### src/rtl/alu_result_misr.sv
// alu_result_misr: folds a window of valid ALU results into a MISR signature and compares it to a golden value.
// Optional shadow-ALU lockstep checker enabled by defining ALU_MISR_LOCKSTEP_EN.
module alu_result_misr #(
    parameter int unsigned          DATA_W = 64,
    parameter int unsigned          WINDOW = 1024,
    parameter logic [DATA_W-1:0]    POLY   = 64'h0000_0000_0000_001B,
    parameter logic [DATA_W-1:0]    SEED   = 64'h0,
    localparam int unsigned         CW     = $clog2(WINDOW + 1)
) (
    input  logic              clk_i,
    input  logic              rst_ni,
    input  logic              start_i,
    input  logic [DATA_W-1:0] golden_i,
    input  logic              valid_i,
    input  logic [DATA_W-1:0] result_i,
    input  logic              cmp_i,
    input  logic              shadow_valid_i,
    input  logic [DATA_W-1:0] shadow_result_i,
    input  logic              shadow_cmp_i,
    output logic              busy_o,
    output logic              done_o,
    output logic              pass_o,
    output logic              fail_o,
    output logic [DATA_W-1:0] signature_o,
    output logic [CW-1:0]     count_o,
    output logic              lockstep_err_o,
    output logic [CW-1:0]     first_err_idx_o
);

    localparam logic [1:0] S_IDLE    = 2'd0;
    localparam logic [1:0] S_COMPACT = 2'd1;
    localparam logic [1:0] S_DONE    = 2'd2;

    localparam logic [CW-1:0] LAST = CW'(WINDOW - 1);

    logic [1:0]        state;
    logic [DATA_W-1:0] sig;
    logic [DATA_W-1:0] d;
    logic [DATA_W-1:0] sig_n;
    logic [CW-1:0]     count;
    logic              pass_q;
    logic              fail_q;
    logic              absorb;
    logic              last_smp;

    assign d        = result_i ^ {cmp_i, {(DATA_W-1){1'b0}}};
    assign sig_n    = {sig[DATA_W-2:0], 1'b0}
                    ^ (sig[DATA_W-1] ? POLY : '0)
                    ^ d;
    assign absorb   = (state == S_COMPACT) && valid_i;
    assign last_smp = (count == LAST);

    // Window FSM, signature shift register, sample counter and verdict.
    always_ff @(posedge clk_i or negedge rst_ni) begin
        if (!rst_ni) begin
            state  <= S_IDLE;
            sig    <= SEED;
            count  <= '0;
            pass_q <= 1'b0;
            fail_q <= 1'b0;
        end else if (start_i) begin
            state  <= S_COMPACT;
            sig    <= SEED;
            count  <= '0;
            pass_q <= 1'b0;
            fail_q <= 1'b0;
        end else if (absorb) begin
            sig   <= sig_n;
            count <= count + 1'b1;
            if (last_smp) begin
                state  <= S_DONE;
                pass_q <= (sig_n == golden_i);
                fail_q <= (sig_n != golden_i);
            end
        end
    end

    assign busy_o      = (state == S_COMPACT);
    assign done_o      = (state == S_DONE);
    assign pass_o      = pass_q;
    assign fail_o      = fail_q;
    assign signature_o = sig;
    assign count_o     = count;

`ifdef ALU_MISR_LOCKSTEP_EN
    logic          ls_err;
    logic [CW-1:0] ls_idx;
    logic          mismatch;

    assign mismatch = (valid_i != shadow_valid_i)
                    || (valid_i && shadow_valid_i
                        && ({result_i, cmp_i} != {shadow_result_i, shadow_cmp_i}));

    // Sticky capture of the first shadow-ALU divergence within a window.
    always_ff @(posedge clk_i or negedge rst_ni) begin
        if (!rst_ni) begin
            ls_err <= 1'b0;
            ls_idx <= '0;
        end else if (start_i) begin
            ls_err <= 1'b0;
            ls_idx <= '0;
        end else if (state == S_COMPACT && mismatch && !ls_err) begin
            ls_err <= 1'b1;
            ls_idx <= count;
        end
    end

    assign lockstep_err_o  = ls_err;
    assign first_err_idx_o = ls_idx;
`else
    logic unused_shadow;
    assign unused_shadow   = ^{shadow_valid_i, shadow_result_i, shadow_cmp_i};
    assign lockstep_err_o  = 1'b0;
    assign first_err_idx_o = '0;
`endif

endmodule

### config.mk
export PLATFORM = sky130hd
export DESIGN_NAME = alu_result_misr
export DESIGN_NICKNAME = d
export VERILOG_FILES = /design/src/rtl/alu_result_misr.sv
export SDC_FILE = /design/constraint.sdc
export NUM_CORES = 1
export LEC_CHECK = 0
export CORE_UTILIZATION = 43
export CTS_CLUSTER_DIAMETER = 100
export DETAILED_ROUTE_END_ITERATION = 6
export GPL_TIMING_DRIVEN = 0
export PLACE_DENSITY_LB_ADDON = 0.3
export SLEW_MARGIN = 5
export SYNTH_ARGS = -nofsm -noshare
export SYNTH_HDL_FRONTEND = slang
export SYNTH_SLANG_ARGS = --single-unit
### constraint.sdc
create_clock -name clk_i -period 5.4 [get_ports clk_i]
set_input_delay 1.35 -clock clk_i [delete_from_list [all_inputs] [get_ports clk_i]]
set_output_delay 1.35 -clock clk_i [all_outputs]
set_load 0.03 [all_outputs]
==> impl_metrics.tcl <==
set metrics [dict create \
    switching_share_pct 29.9 \
    seq_area_frac_synth_pct 37.2 \
    grt_use_met2_pct 42.7 \
    maxSlewViolCount 0 \
    antennaDiodeCount 0 \
    switchingPower_mw 0.609 \
    finClkSkew_ps 5.20 \
    fmax_mhz 320 \
    p_leak_nw 3.38 \
    drtIter0Drc 222 \
    synth_edf_count 0 \
    hold_buffers 0 \
    die_w_um 113 \
    path_buf_inv 1 \
    area_growth_pct 50.6 \
    yosys_register_bits 79 \
    start_kind "input port" \
    ir_drop_uv 129 \
    crit_path_cell_trace "clkdlybuf4s50_1 > xnor3_1 > nand4_1 > nor4_1 > nand4_1 > o32ai_1" \
    viasPerCell 5.14 \
    clk_path_buf_depth 2 \
    yosysWarnings 0 \
    tightest_slew_ps 586 \
    cts_root_buf "clkbuf_16" \
    synth_cell_type_count 31 \
    cp_common_cell "nand4_1" \
    routed_wl_um 15700 \
    use_met1_pct 33.5 \
    fp.dieArea_mm2 0.0128 \
    final_nets 893 \
    first_pass_iters 4 \
    start_util_pct 44.2 \
    clkPwrFrac_pct 33.4 \
    synthCells 460 \
    cp.required_ps 5630 \
    rows 40 \
    antenna_found_initial 0 \
    finalCritPeriodShare_pct 57.9 \
    grt_max_degree 50 \
    cts-resized-gates 0 \
    period_minus_slack_ps 3130 \
    drc 0 \
    status "completed" \
    slowest_stage "clkdlybuf4s50_1" \
    cap_violations 0 \
    tns_ps 0 \
    fill_cells 967 \
    h-tree-depth 3 \
    cp-end-kind "flop" \
    drive_gt1_share_pct 6.73 \
    utilization_pct 66.6 \
    ant_nets 0 \
    io_buffer_count 210 \
    design_area_mm2 0.00800 \
    grt_use_met3_pct 5.14 \
    vias 4345 \
    worst_path_largest_cell_delay_ps 500 \
    path_class "input port to flop" \
    ys.flop_type "dfrtp_1" \
    clk_pin_slew_ps 70 \
    power_density_mw_per_mm2 255 \
    setup_violations 0 \
    cts-buffers-inserted 9 \
    cts_tree "done" \
    slew_headroom_pct 60.6 \
    rsz0062_at_grt "false" \
    avgSynthCellArea_um2 11.5 \
    die_y_um 113 \
    routabilityCongestion 0.866 \
    cp_max_fo 2 \
    wl_per_cell_um 18.5 \
    grtUsageTotal_pct 25.7 \
    post_cts_buffers 0 \
    overflow 0 \
    syn_area_mm2 0.00531 \
    hp-class "flop to flop" \
    crit_arrival_ps 3360 \
    grt.busiest_layer "met2" \
    crit_family "simple AND/OR/NAND/NOR gates" \
    hpwlAfterDp_um 12600 \
    core_area_mm2 0.0120 \
    grt_pass1_wl_um 24600 \
    async_flop_share_pct 100 \
    clock_latency_ps 330 \
    hold_viol 0 \
    intPower_mw 1.43 \
    grt_pass1_vias 4559 \
    pwr-share-comb_pct 32.5 \
    power_frac_seq_pct 34.1 \
    postPlaceCellArea_mm2 0.00766 \
    clock-sinks 79 \
    ios 290 \
    reg2reg_slack_ps 3250 \
]
[synthesized netlist by cell type (2+ instances only)]
cell      count  share of area (%)
clkbuf_1     10               0.71
nand3_1       2               0.19
dfrtp_1      79                 37
buf_2        13                1.2
and4_1        2               0.33
nand2_1      20                1.4
nand4_1      15                1.8
nor2_1       76                5.4
nor4_1        6               0.71
xor2_1        7                1.2
nand2b_1      2               0.24
xnor3_1      54                 23
a211oi_1     60                8.5
xnor2_1      81                 13
a21oi_1       5               0.47
inv_1         2               0.14
buf_4        12                1.7
[final timing paths]
kind / from / end / depth (start not counted)
min in group asynchronous: rst_ni / count_o[8] / 1
hold / removal: state[1] / state[1] / 2
setup / recovery: result_i[35] / pass_o / 6
max in group asynchronous: rst_ni / signature_o[21] / 2
hold reg to reg: state[1] / state[1] / 2
setup reg to reg: signature_o[63] / pass_o / 6
[final cells by class]
type | instances | area [µm²] | area share [%]
clock inverters | 5 | 80.1 | 1.00
flip-flops and latches | 79 | 1980 | 24.7
repair buffers | 211 | 2130 | 26.6
inverters | 2 | 7.51 | 0.0939
well taps | 147 | 184 | 2.30
clock buffers | 11 | 253 | 3.16
multi-input cells | 354 | 3170 | 39.7
plain buffers | 36 | 196 | 2.46
[layer usage]
metal  vias up  share of wire, %
li1       2052                 -
met1      2084                42
met5         -                 0
met3        21               7.2
met2       188                49
met4         0               2.2
[power groups by stage]
| stage | sequential [mW] | clock [mW] | combinational, mW |
|---|---|---|---|
| finish | 0.695 | 0.680 | 0.662 |
| CTS | 0.694 | 0.683 | 0.668 |
| global placement | 0.703 | 0 | 0.654 |
| global route | 0.702 | 0.714 | 0.703 |
| detailed placement | 0.704 | 0 | 0.664 |
| floorplan | 0.776 | 0 | 0.300 |
[worst min-delay path, stage by stage (launching register included)]
cell and delay, ps:
dfrtp_1 380, nor2_1 60, nor2_1 80
[metrics by stage]
stage	power [mW]	setup WS (ps)	hold WS, ps	instances
after floorplan	1.08	2860	506	471
after global placement	1.36	155	529	828
after detailed placement	1.37	1870	548	829
after CTS	2.05	2220	555	845
after global routing	2.12	2090	583	845
final	2.04	2270	555	845
[logic make-up after synthesis]
group	share of synthesized area (%)
flip-flops	37.2
buffers and inverters	3.84
other	0.0706
AO/OA/AOI/OAI	9.40
adder cells (fa/ha/maj)	0.236
XOR/XNOR	37.4
AND/OR/NAND/NOR	11.8
[placed cells by master (no fill, tap or decap), drive strengths merged]
cell type and count:
xnor3 54, nand2 20, ha 1, nor2 76, o21bai 1, or3 1, nand3 2, nand2b 2
inv 2, a211oi 60, a21oi 5, clkinvlp 2, nor2b 1, nand3b 1, conb 12, buf 28
clkdlybuf4s50 209, xnor2 81, nor4 8, clkbuf 21, clkinv 1, and2b 1, nor4b 1, o21a 1
bufinv 2, and4 2, nand4 15, o32ai 1, dfrtp 79, and2 1, xor2 7
[sequential cells by signal (all words and copies together) (netlist names)]
signal       flops
count_o         11
fail_o           1
pass_o           1
signature_o     64
state            2
Note: power is estimated with default switching activity, not from simulation.
